`src/rtl/vga_timing_monitor.sv`:
```
// Locks onto a 640x480@60 stream, flags sync timing violations and checksums active pixels per frame.
// Latency: sample at strobe n is acted on at strobe n+1. Backpressure: none, the monitor observes only.
module vga_timing_monitor #(
    parameter int H_TOTAL  = 800,
    parameter int H_SYNC   = 96,
    parameter int H_BP     = 48,
    parameter int H_ACTIVE = 640,
    parameter int V_TOTAL  = 525,
    parameter int V_SYNC   = 2,
    parameter int V_BP     = 33,
    parameter int V_ACTIVE = 480
) (
    input  logic        clk,
    input  logic        rst_n,
    input  logic        pixel_en,
    input  logic        vga_sync_h,
    input  logic        vga_sync_v,
    input  logic [5:0]  vga_rgb,
    input  logic        err_clr,
    output logic        locked,
    output logic        frame_done,
    output logic [15:0] frame_sum,
    output logic [7:0]  frame_cnt,
    output logic        h_err,
    output logic        v_err
);

    localparam logic [10:0] H_LAST = 11'(H_TOTAL - 1);
    localparam logic [10:0] H_RISE = 11'(H_SYNC);
    localparam logic [10:0] H_A0   = 11'(H_SYNC + H_BP);
    localparam logic [10:0] H_A1   = 11'(H_SYNC + H_BP + H_ACTIVE);
    localparam logic [9:0]  V_LAST = 10'(V_TOTAL - 1);
    localparam logic [9:0]  V_RISE = 10'(V_SYNC);
    localparam logic [9:0]  V_A0   = 10'(V_SYNC + V_BP);
    localparam logic [9:0]  V_A1   = 10'(V_SYNC + V_BP + V_ACTIVE);

    typedef enum logic [1:0] {
        SEARCH  = 2'd0,
        MEASURE = 2'd1,
        LOCKED  = 2'd2
    } state_t;

    state_t      state;
    state_t      state_nxt;

    logic        s_h;
    logic        s_v;
    logic [5:0]  s_rgb;
    logic        p_h;
    logic        p_v;

    logic [10:0] hcnt;
    logic [10:0] hcnt_nxt;
    logic [9:0]  vcnt;
    logic [9:0]  vcnt_nxt;
    logic [9:0]  vcnt_inc;
    logic [9:0]  v_pos;
    logic [15:0] acc;
    logic [15:0] acc_fin;

    logic        h_armed;
    logic        frm_err;

    logic        h_fall;
    logic        h_rise;
    logic        v_fall;
    logic        v_rise;
    logic        measuring;
    logic        h_viol;
    logic        v_viol;
    logic        viol;
    logic        pix_active;
    logic        frame_valid;

    // Stage 1: input capture, previous levels kept for edge detection across pixel_en gaps.
    always_ff @(posedge clk or negedge rst_n) begin
        if (!rst_n) begin
            s_h   <= 1'b0;
            s_v   <= 1'b0;
            s_rgb <= 6'd0;
            p_h   <= 1'b0;
            p_v   <= 1'b0;
        end else if (pixel_en) begin
            s_h   <= vga_sync_h;
            s_v   <= vga_sync_v;
            s_rgb <= vga_rgb;
            p_h   <= s_h;
            p_v   <= s_v;
        end
    end

    assign h_fall = pixel_en &  p_h & ~s_h;
    assign h_rise = pixel_en & ~p_h &  s_h;
    assign v_fall = pixel_en &  p_v & ~s_v;
    assign v_rise = pixel_en & ~p_v &  s_v;

    always_comb begin
        hcnt_nxt = (hcnt == 11'h7FF) ? hcnt : hcnt + 11'd1;
        if (h_fall) begin
            hcnt_nxt = 11'd0;
        end
        vcnt_inc = (vcnt == 10'h3FF) ? vcnt : vcnt + 10'd1;
        v_pos    = h_fall ? vcnt_inc : vcnt;
        vcnt_nxt = v_fall ? 10'd0 : v_pos;
    end

    // The pixel on a vsync-fall sample still belongs to the ending frame, so use v_pos, not vcnt_nxt.
    assign pix_active = pixel_en
                      & (v_pos >= V_A0) & (v_pos < V_A1)
                      & (hcnt_nxt >= H_A0) & (hcnt_nxt < H_A1);
    assign acc_fin    = acc + (pix_active ? {10'd0, s_rgb} : 16'd0);

    assign measuring = (state != SEARCH);
    assign h_viol    = measuring & h_armed
                     & ((h_fall & (hcnt != H_LAST)) | (h_rise & (hcnt_nxt != H_RISE)));
    assign v_viol    = measuring
                     & ((v_fall & (vcnt != V_LAST)) | (v_rise & (vcnt_nxt != V_RISE)));
    assign viol      = h_viol | v_viol;

    always_ff @(posedge clk or negedge rst_n) begin
        if (!rst_n) begin
            hcnt <= 11'd0;
            vcnt <= 10'd0;
            acc  <= 16'd0;
        end else if (pixel_en) begin
            hcnt <= hcnt_nxt;
            vcnt <= vcnt_nxt;
            acc  <= v_fall ? 16'd0 : acc_fin;
        end
    end

    always_ff @(posedge clk or negedge rst_n) begin
        if (!rst_n) begin
            state <= SEARCH;
        end else begin
            state <= state_nxt;
        end
    end

    always_comb begin
        state_nxt = state;
        case (state)
            SEARCH: begin
                if (v_fall) begin
                    state_nxt = MEASURE;
                end
            end
            MEASURE: begin
                if (v_fall && !viol && !frm_err) begin
                    state_nxt = LOCKED;
                end
            end
            LOCKED: begin
                if (viol) begin
                    state_nxt = MEASURE;
                end
            end
            default: state_nxt = SEARCH;
        endcase
    end

    always_comb begin
        locked      = (state == LOCKED);
        frame_valid = v_fall & ~viol
                    & ((state == LOCKED) | ((state == MEASURE) & ~frm_err));
    end

    // Horizontal checks arm on the first hsync fall after leaving SEARCH; the frame-error record
    // covers violations inside the frame now ending and restarts at every vsync fall.
    always_ff @(posedge clk or negedge rst_n) begin
        if (!rst_n) begin
            h_armed <= 1'b0;
            frm_err <= 1'b0;
        end else if (state_nxt == SEARCH) begin
            h_armed <= 1'b0;
            frm_err <= 1'b0;
        end else begin
            if (h_fall) begin
                h_armed <= 1'b1;
            end
            if (v_fall) begin
                frm_err <= 1'b0;
            end else if (viol) begin
                frm_err <= 1'b1;
            end
        end
    end

    always_ff @(posedge clk or negedge rst_n) begin
        if (!rst_n) begin
            frame_done <= 1'b0;
            frame_sum  <= 16'd0;
            frame_cnt  <= 8'd0;
        end else begin
            frame_done <= frame_valid;
            if (frame_valid) begin
                frame_sum <= acc_fin;
                frame_cnt <= frame_cnt + 8'd1;
            end
        end
    end

    always_ff @(posedge clk or negedge rst_n) begin
        if (!rst_n) begin
            h_err <= 1'b0;
            v_err <= 1'b0;
        end else begin
            if (h_viol) begin
                h_err <= 1'b1;
            end else if (err_clr) begin
                h_err <= 1'b0;
            end
            if (v_viol) begin
                v_err <= 1'b1;
            end else if (err_clr) begin
                v_err <= 1'b0;
            end
        end
    end

endmodule
```
`config.mk`:
```
export PLATFORM = sky130hd
export DESIGN_NAME = vga_timing_monitor
export DESIGN_NICKNAME = d
export VERILOG_FILES = /design/src/rtl/vga_timing_monitor.sv
export SDC_FILE = /design/constraint.sdc
export NUM_CORES = 1
export LEC_CHECK = 0
export ABC_AREA = 1
export BUFFER_PORTS_ARGS = -buffer_cell sky130_fd_sc_hd__clkbuf_2
export CORE_UTILIZATION = 30
export DETAILED_ROUTE_END_ITERATION = 8
export HOLD_SLACK_MARGIN = 0.15
export SLEW_MARGIN = 30
export SYNTH_ARGS = -nofsm -noshare
export SYNTH_HDL_FRONTEND = slang
export SYNTH_SLANG_ARGS = --single-unit
```
`constraint.sdc`:
```
create_clock -name clk -period 5.7 [get_ports clk]
set_input_delay 0.285 -clock clk [delete_from_list [all_inputs] [get_ports clk]]
set_output_delay 0.285 -clock clk [all_outputs]
set_load 0.02 [all_outputs]
```
# Word-level counts from Yosys, hierarchy flattened
# Cells that the tools add are included.
dict set report totals {
  ff_bits 78
  in_bits 12
  elab_cells 94
  out_inout_bits 28
}
dict set report classes {
  n_reduce_logical 11
  n_bitwise 32
  order_cmp 4
  add_sub_neg 4
  eq_ne 8
  muxes 19
}
# cell count
set op_table {}
lappend op_table {{10-bit 2-to-1 mux} 3}
lappend op_table {{1-bit AND} 22}
lappend op_table {{11-bit 2-to-1 mux} 2}
lappend op_table {{16-bit by 6-bit adder with 16-bit output} 1}
lappend op_table {{16-bit 2-to-1 mux} 1}
lappend op_table {{11-bit by 1-bit adder with 11-bit output, second input constant} 1}
lappend op_table {{11-bit equality test, second input constant} 1}
lappend op_table {{11-bit by 8-bit greater-or-equal comparator with 1-bit output, second input constant} 1}
lappend op_table {{11-bit by 10-bit < comparator with 1-bit output, second input constant} 1}
lappend op_table {{11-bit by 10-bit inequality test with 1-bit output, second input constant} 1}
lappend op_table {{11-bit by 7-bit inequality test with 1-bit output, second input constant} 1}
lappend op_table {{10-bit by 1-bit adder with 10-bit output, second input constant} 1}
lappend op_table {{10-bit equality test, second input constant} 1}
lappend op_table {{10-bit by 6-bit greater-or-equal comparator with 1-bit output, second input constant} 1}
lappend op_table {{10-bit < comparator, second input constant} 1}
lappend op_table {{10-bit inequality test, second input constant} 1}
lappend op_table {{10-bit by 2-bit inequality test with 1-bit output, second input constant} 1}
lappend op_table {{8-bit by 1-bit adder with 8-bit output, second input constant} 1}
lappend op_table {{1-bit 2-to-1 mux} 8}
lappend op_table {{2-bit nonzero test} 4}
lappend op_table {{2-bit 2-to-1 mux} 3}
lappend op_table {{6-bit 2-to-1 mux} 1}
lappend op_table {{1-bit inverter} 6}
lappend op_table {{2-bit case mux with 3 select lines} 1}
lappend op_table {{7 further kinds} 13}

# Longest topological paths before layout
# Gate-level depths: netlist of the first run.
dict set report logic_depth {
  depth_word 16
  ltp_mapped 28
  ltp_nobuf 28
}

# Worst setup path after synthesis of the first run
# OpenSTA, ideal clock, no wires.
dict set report synth_path {
  kind {register to register}
  startpoint {register hcnt[0]}
  endpoint {register acc[12]}
  t_arrival_ns 3.882
  period_less_slack_ns 3.965
  required_time_ns 5.617
  path_slack_ns 1.735
  setup_ns 0.083
  path_stages_with_launch 26
  n_path_buf 0
  cell_sequence {dfrtp_1 -> ha_1 -> nand2_1 -> nor2_4 -> nand3_4 -> clkinv_1 -> o21ai_0 -> nand3b_1 -> o211ai_1 -> nand2_1 -> a21oi_1 -> o211ai_1 -> nor2_1 -> ha_1 -> inv_1 -> fa_1 -> o21ai_0 -> a21oi_1 -> o21ai_0 -> nand2_1 -> nor2_1 -> nand2_1 -> nor3_1 -> xor2_1 -> inv_1 -> o21ai_0}
}
dict set report synth_via {
  elab_chain_len 9
  elab_cells_between_ends 11
  cone_classes {add/sub: 2; order compare: 2; eq/ne: 1; mux: 4; bitwise: 2}
}
# item line
set synth_rtl {}
lappend synth_rtl {{start: declaration} 52} ;# logic [10:0] hcnt;
lappend synth_rtl {{start signal: assignment} 126} ;# hcnt <= hcnt_nxt;
lappend synth_rtl {{11-bit by 1-bit adder with 11-bit output or 11-bit equality test (tied branches)} 98} ;# hcnt_nxt = (hcnt == 11'h7FF) ? hcnt : hcnt + 11'd1;
lappend synth_rtl {{11-bit 2-to-1 mux *} 98}
lappend synth_rtl {{11-bit 2-to-1 mux *} 99} ;# if (h_fall) begin
lappend synth_rtl {{11-bit by 8-bit greater-or-equal comparator with 1-bit output} 110} ;# & (hcnt_nxt >= H_A0) & (hcnt_nxt < H_A1);
lappend synth_rtl {{1-bit AND} 110}
lappend synth_rtl {{1-bit AND *} 110}
lappend synth_rtl {{6-bit 2-to-1 mux *} 111} ;# assign acc_fin = acc + (pix_active ? {10'd0, s_rgb} : 16'd0);
lappend synth_rtl {{16-bit by 6-bit adder with 16-bit output *} 111}
lappend synth_rtl {{16-bit 2-to-1 mux *} 128} ;# acc <= v_fall ? 16'd0 : acc_fin;
lappend synth_rtl {{end signal: assignment} 128}
lappend synth_rtl {{end: declaration} 58} ;# logic [15:0] acc;
# Every way passes the cells marked *; elsewhere a longest branch is shown, timed or not.
# A chain may end at the register's enable or synchronous reset.

# Worst setup path after layout of the first run
# Ends and elaborated chain as after synthesis.

==> results.tsv, run 1 <==
stage	metric	value	unit
status	status	finished clean	
yosys	warnings from Yosys	0	
power	static leakage	2.67	nW
clock_network	TritonCTS sink count	78	
placement	post-DP HPWL	6820	um
hold_path	HP Class	in -> reg	
run	count of max-cap constraint violations	0	
floorplanning	Die W	124	um
detailed_routing	final antenna-violating net count	0	
placement	PortBufs	39	
worst_setup_path	worst reg2reg setup slack	1.01	ns
final_layout	Syn-to-layout area delta	15.6	%
yosys	sequential fraction of the synthesis area	43.7	%
global_route	vias in the first global route	3477	
timing	Slew Limit Fails	0	
detailed_routing	Post-Route WL	9810	um
yosys	number of synthesized flops with an enable pin	0	
worst_setup_path	critical path's slowest cell	dfrtp_1	
yosys	synthesized area	0.00447	sq mm
final_layout	fillcell total	1556	
power	worst vdd ir	204	uV
yosys	synthesized instance count	595	
detailed_routing	total iterations of the first detailed-routing run	4	
yosys	largest area contributor in the synthesized netlist	dfrtp_1	
worst_setup_path	Worst EP required	5.95	ns
final_layout	fraction of layout instances using a drive strength above 1	12.0	%
clock_network	TritonCTS buffer count	9	
global_route	pin count of the biggest net entering global routing	79	
floorplanning	row count	44	
detailed_routing	drc violations	0	
detailed_routing	vias	3809	
clock_network	Worst-Skew Late Latency	0.34	ns
timing	fmax	0.213	GHz
yosys	FFs w/ async S/R, synth	100	%
timing	Worst Skew	0.00657	ns
worst_setup_path	crit-path leading delay family	compound AO/OA/AOI/OAI gates	
yosys	top cells by area, synth	dfrtp_1 (44%), nand2_1 (16%), inv_1 (7.0%)	
yosys	synth unique cells	36	
detailed_routing	Via density	4.62	
final_layout	Final #Nets	659	
detailed_routing	First DRT Iteration DRCs	195	
clock_network	Worst-path clk slew	0.06	ns
global_route	first-pass GRT wire length	16600	um
worst_setup_path	Critical Path Sink Type	register	
clock_network	H-tree levels	3	
power	overall power	0.00182	W
yosys	most common cell in the netlist	nand2_1	
detailed_routing	wire per inst	11.9	um
worst_setup_path	CP arrival	4.94	ns
yosys	Post-synth top cells	nand2_1 (190), inv_1 (83), dfrtp_1 (78), nand3_1 (50), nor2_1 (39)	
floorplanning	Starting Density	30.8	%
power	pwr/cell area	353	mW/mm^2
timing	RSZ-0062 raised after global routing	false	
clock_network	CTS root buffer	clkbuf_16	
timing	Worst Tran Pin Value	0.890	ns
timing	min cycle time layout	4.69	ns
timing	post-route clock period utilization	82.3	%
timing	Hold Vio Cnt, Final	0	
floorplanning	core area	0.0145	sq mm
global_route	total track usage	13.8	%
worst_setup_path	CP peak stage delay	0.42	ns
floorplanning	die outline height	124	um
yosys	Synth Area per Inst	7.51	sq um
timing	slew margin rel.	40.5	%
final_layout	ant diodes	0	
yosys	Seq cells post-synth	78	
clock_network	CTS tree	done	
global_route	total grt overflow	0	
yosys	post-synth net total	618	
worst_setup_path	CP Launch Type	register	
timing	final number of setup-violating endpoints	0	
worst_setup_path	CP max FO	10	
timing	setup tns final	0	ns
global_route	initial antenna violation count	0	
yosys	ys flop type	dfrtp_1	
yosys	post-synth top area share	43.7	%
placement	Placer Congestion	0.836	
floorplanning	die area	0.0154	sq mm
clock_network	maximum buffer depth of the clock tree	2	
worst_setup_path	Buf/Inv on CP	3	
worst_setup_path	critical path class	reg -> reg	
floorplanning	total I/O pin count	40	
-- timing repair --
action                                 in CTS  in global routing
endpoints found under the hold margin      84                  0
buffers inserted                            0                  0
resized for setup                           0                  0
hold buffers                                6                  0
-- state kept, by name (all words and copies together), names as in the netlist --
| register | flops |
|---|---|
| frm_err | 1 |
| frame_done | 1 |
| state | 2 |
| acc | 16 |
| v_err | 1 |
| frame_cnt | 8 |
| hcnt | 11 |
| vcnt | 10 |
| h_err | 1 |
| frame_sum | 16 |
| s_h | 1 |
| h_armed | 1 |
| p_h | 1 |
| p_v | 1 |
| s_rgb | 6 |
| s_v | 1 |
-- cell families (layout without fill, tap and decap cells) --
group	after synthesis	count (layout)	synth area share, %
buf+inv	102	148	9.21
simple gates	315	315	30.7
fa+ha+maj	11	11	3.25
flops	78	78	43.7
compound gates	71	71	9.69
xor+xnor	18	18	3.53
-- final cells by class --
cell class              instances  area, sq um  area share (%)
flip-flops and latches         78         1950            37.8
clock buffers                  12          256            4.96
inverters                      86          323            6.25
multi-input cells             415         2110            40.8
clock inverters                 4         30.0           0.581
well taps                     184          230            4.46
repair buffers                 46          269            5.21
-- through the flow --
step	setup slack [ns]	utilization, %	area, sq um	std cells	hold slack, ns
global route	0.542	35.5	5170	825	0.162
global placement	1.22	33.1	4820	803	0.459
finish	1.01	35.5	5170	825	0.164
detailed placement	1.09	33.2	4820	803	0.387
CTS	1.04	35.5	5170	825	0.151
floorplan	1.73	-	4470	595	-0.0106
-- path summary, 6_finish.rpt --
check	to	from	depth (start not counted)
min in group asynchronous	hcnt[6]$_DFFE_PN0P_	rst_n	2
max in group asynchronous	acc[7]$_DFFE_PN0P_	rst_n	2
min	s_v$_DFFE_PN0P_	vga_sync_v	3
min reg2reg	frame_sum[7]$_DFFE_PN0P_	frame_sum[7]$_DFFE_PN0P_	2
max	acc[12]$_DFFE_PN0P_	hcnt[0]$_DFFE_PN0P_	25
max reg2reg	acc[12]$_DFFE_PN0P_	hcnt[0]$_DFFE_PN0P_	25
-- tightest hold or removal path, cell delays in order --
cell      delay, ns
clkbuf_2       0.07
nand2_1        0.05
o21ai_0        0.06
-- metal layers --
| layer | share of wire (%) | vias to the layer above | track usage [%] |
|---|---|---|---|
| li1 | - | 1978 | - |
| met2 | 44 | 80 | 21.0 |
| met3 | 4.1 | 14 | 3.02 |
| met4 | 1.6 | 0 | 5.13 |
| met1 | 50 | 1737 | 19.0 |
| met5 | 0 | - | 0 |
-- layout by cell type (no fill, tap or decap), drive strengths merged, types with 2 or more instances in the layout --
cell and n:
a21oi 13, a31oi 2, buf 2, clkbuf 50, clkinv 3, dfrtp 78
dlygate4sd3 6, ha 10, inv 86, nand2 192, nand3 54, nand3b 3
nand4 17, nor2 44, nor3 5, o211ai 2, o21ai 44, o22ai 5
o41ai 2, xnor2 3, xor2 15
-- power by group --
group	switching, W	leakage [nW]	internal, W
clock network	0.000227	0.139	0.000320
registers	0.0000915	1.04	0.000665
logic	0.000341	1.49	0.000177
Power figures use the tool's default switching activity.
==> run 2, diff against run 1 <==
==> constraint.sdc (replaced) <==
create_clock -name clk -period 4 [get_ports clk]
set_input_delay 0.2 -clock clk [delete_from_list [all_inputs] [get_ports clk]]
set_output_delay 0.2 -clock clk [all_outputs]
set_load 0.02 [all_outputs]
==> results.tsv, run 2 (same netlist as run 1, synthesis figures left out) <==
stage	metric	value	unit	change
global_route	first-pass GRT wire length	18100	um	+9.1%
final_layout	ant diodes	0		unchanged
placement	Placer Congestion	0.895		+7.1%
power	overall power	0.00291	W	+60%
placement	post-DP HPWL	7580	um	+11%
worst_setup_path	CP max FO	6		-4
worst_setup_path	worst reg2reg setup slack	0.12	ns	-0.89 ns
floorplanning	Starting Density	30.8	%	unchanged
timing	setup slack after layout	0.122	ns	-0.887 ns
final_layout	fin util	41.5	%	+5.9 points
global_route	total track usage	15.1	%	+1.3 points
timing	Hold Vio Cnt, Final	0		unchanged
timing	min cycle time layout	3.88	ns	-0.813 ns
power	switch share	34.9	%	-1.3 points
worst_setup_path	CP Launch Type	register		
worst_setup_path	CP peak stage delay	0.35	ns	-0.07 ns
final_layout	fraction of layout instances using a drive strength above 1	28.9	%	+17 points
power	sequential share of power	37.0	%	-4.5 points
clock_network	TritonCTS buffer count	9		unchanged
final_layout	Syn-to-layout area delta	34.9	%	
floorplanning	die outline height	124	um	unchanged
worst_setup_path	CP arrival	4.16	ns	-0.78 ns
power	clock share of power	30.2	%	+0.2 points
worst_setup_path	Crit path top cell by count	nand2_2		
final_layout	most common cell after layout, fill and taps aside	nand2_1		
clock_network	TritonCTS sink count	78		unchanged
placement	PortBufs	39		unchanged
status	status	finished clean		
timing	Worst Tran Pin Value	0.676	ns	-0.214 ns
worst_setup_path	Critical Path Sink Type	register		
detailed_routing	Post-Route WL	11200	um	+15%
clock_network	Worst-Skew Late Latency	0.34	ns	about the same
power	static leakage	3.04	nW	+14%
worst_setup_path	critical path class	reg -> reg		
clock_network	CTS tree	done		
clock_network	H-tree levels	3		unchanged
timing	post-route clock period utilization	97.0	%	+15 points
floorplanning	total I/O pin count	40		unchanged
global_route	initial antenna violation count	0		unchanged
timing	RSZ-0062 raised after global routing	true		
detailed_routing	drc violations	0		unchanged
worst_setup_path	critical path's slowest cell	dfrtp_1		
hold_path	HP Class	in -> async		
power	Logic pwr share	32.7	%	+4.3 points
timing	Slew Limit Fails	0		unchanged
power	pwr/cell area	483	mW/mm^2	+37%
detailed_routing	total iterations of the first detailed-routing run	4		unchanged
floorplanning	Die W	124	um	unchanged
final_layout	biggest regs	acc x16, frame_sum x16, hcnt x11		
timing	slew margin rel.	54.8	%	+14 points
timing	setup tns final	0	ns	unchanged
detailed_routing	First DRT Iteration DRCs	157		-19%
power	switching component of the power	0.00102	W	+54%
timing	fmax	0.258	GHz	+21%
clock_network	maximum buffer depth of the clock tree	2		unchanged
global_route	vias in the first global route	3785		+8.9%
run	count of max-cap constraint violations	0		unchanged
floorplanning	row count	44		unchanged
placement	worst slack, placed	-0.101	ns	-1.19 ns
clock_network	Worst-path clk slew	0.06	ns	about the same
clock_network	CTS root buffer	clkbuf_16		
global_route	pin count of the biggest net entering global routing	43		-46%
final_layout	commonest cells after routing, fill and taps aside	nand2_1 (179), inv_1 (75), dfrtp_1 (75), buf_4 (68), nand3_1 (42)		
timing	Worst Skew	0.00643	ns	-0.000148 ns
detailed_routing	Via density	4.60		-0.30%
detailed_routing	wire per inst	12.5	um	+5.4%
global_route	total grt overflow	0		unchanged
detailed_routing	final antenna-violating net count	0		unchanged
power	Int Power	0.00190	W	+63%
power	worst vdd ir	234	uV	+14%
floorplanning	core area	0.0145	sq mm	unchanged
floorplanning	die area	0.0154	sq mm	unchanged
timing	final number of setup-violating endpoints	0		unchanged
final_layout	Final #Nets	733		+11%
final_layout	fillcell total	1498		-3.7%
worst_setup_path	Worst EP required	4.28	ns	-1.67 ns
detailed_routing	vias	4129		+8.4%
run 2: per-stage QoR:
step	instance area (sq um)	cells	hold WS, ns
2_1_floorplan	4470	595	-0.0956
6_report	6030	897	0.411
3_3_place_gp	5210	855	0.243
3_5_place_dp	5210	855	0.236
5_1_grt	6030	897	0.473
4_1_cts	5640	879	0.409
run 2: final timing paths:
path / depth (start not counted) / endpoint / startpoint
setup / recovery: 29 / acc[15]$_DFFE_PN0P_ / vcnt[1]$_DFFE_PN0P_
hold / removal: 2 / vcnt[2]$_DFFE_PN0P_ / rst_n
setup reg to reg: 29 / acc[15]$_DFFE_PN0P_ / vcnt[1]$_DFFE_PN0P_
hold reg to reg: 2 / frame_sum[7]$_DFFE_PN0P_ / frame_sum[7]$_DFFE_PN0P_
max in group asynchronous: 3 / hcnt[3]$_DFFE_PN0P_ / rst_n
min in group clk: 6 / vcnt[2]$_DFFE_PN0P_ / pixel_en
run 2: worst max-delay path, delay by kind of cell, from the launching register on:
kind                     cells  cell delay, ns
buffers and inverters        5            0.67
flip-flops                   1            0.35
AO/OA/AOI/OAI                3            0.47
adder cells (fa/ha/maj)      2            0.48
XOR/XNOR                     1            0.14
AND/OR/NAND/NOR             18            1.70
run 2: power groups by stage:
| stage | sequential [W] | clock (W) | combinational [W] |
|---|---|---|---|
| 4_1_cts | 0.00107 | 0.000896 | 0.000850 |
| 2_1_floorplan | 0.00116 | 0 | 0.000461 |
| 3_3_place_gp | 0.00108 | 0 | 0.000829 |
| 6_report | 0.00108 | 0.000881 | 0.000953 |
| 3_5_place_dp | 0.00108 | 0 | 0.000833 |
| 5_1_grt | 0.00110 | 0.000930 | 0.00108 |
run 2: layout make-up:
| class | count | area (sq um) | area share [%] |
|---|---|---|---|
| clock inverters | 3 | 68.8 | 1.14 |
| clock buffers | 11 | 243 | 4.03 |
| well taps | 184 | 230 | 3.82 |
| inverters | 86 | 327 | 5.42 |
| flip-flops and latches | 78 | 1960 | 32.4 |
| multi-input cells | 415 | 2360 | 39.1 |
| repair buffers | 120 | 846 | 14.0 |
run 2: what timing repair did:
action,in CTS,in global routing
hold buffers,10,0
setup endpoints to repair,8,18
resized for setup,8,73
pin swaps,0,38
buffers inserted,0,18
endpoints found under the hold margin,51,0
run 2: per-layer routing:
layer  share of wire, %  vias up  track usage, %
met5                  0        -               0
met3                2.1       14            2.75
li1                   -     2132               -
met4                1.7        0            5.51
met2                 46       53            22.7
met1                 50     1930            21.5
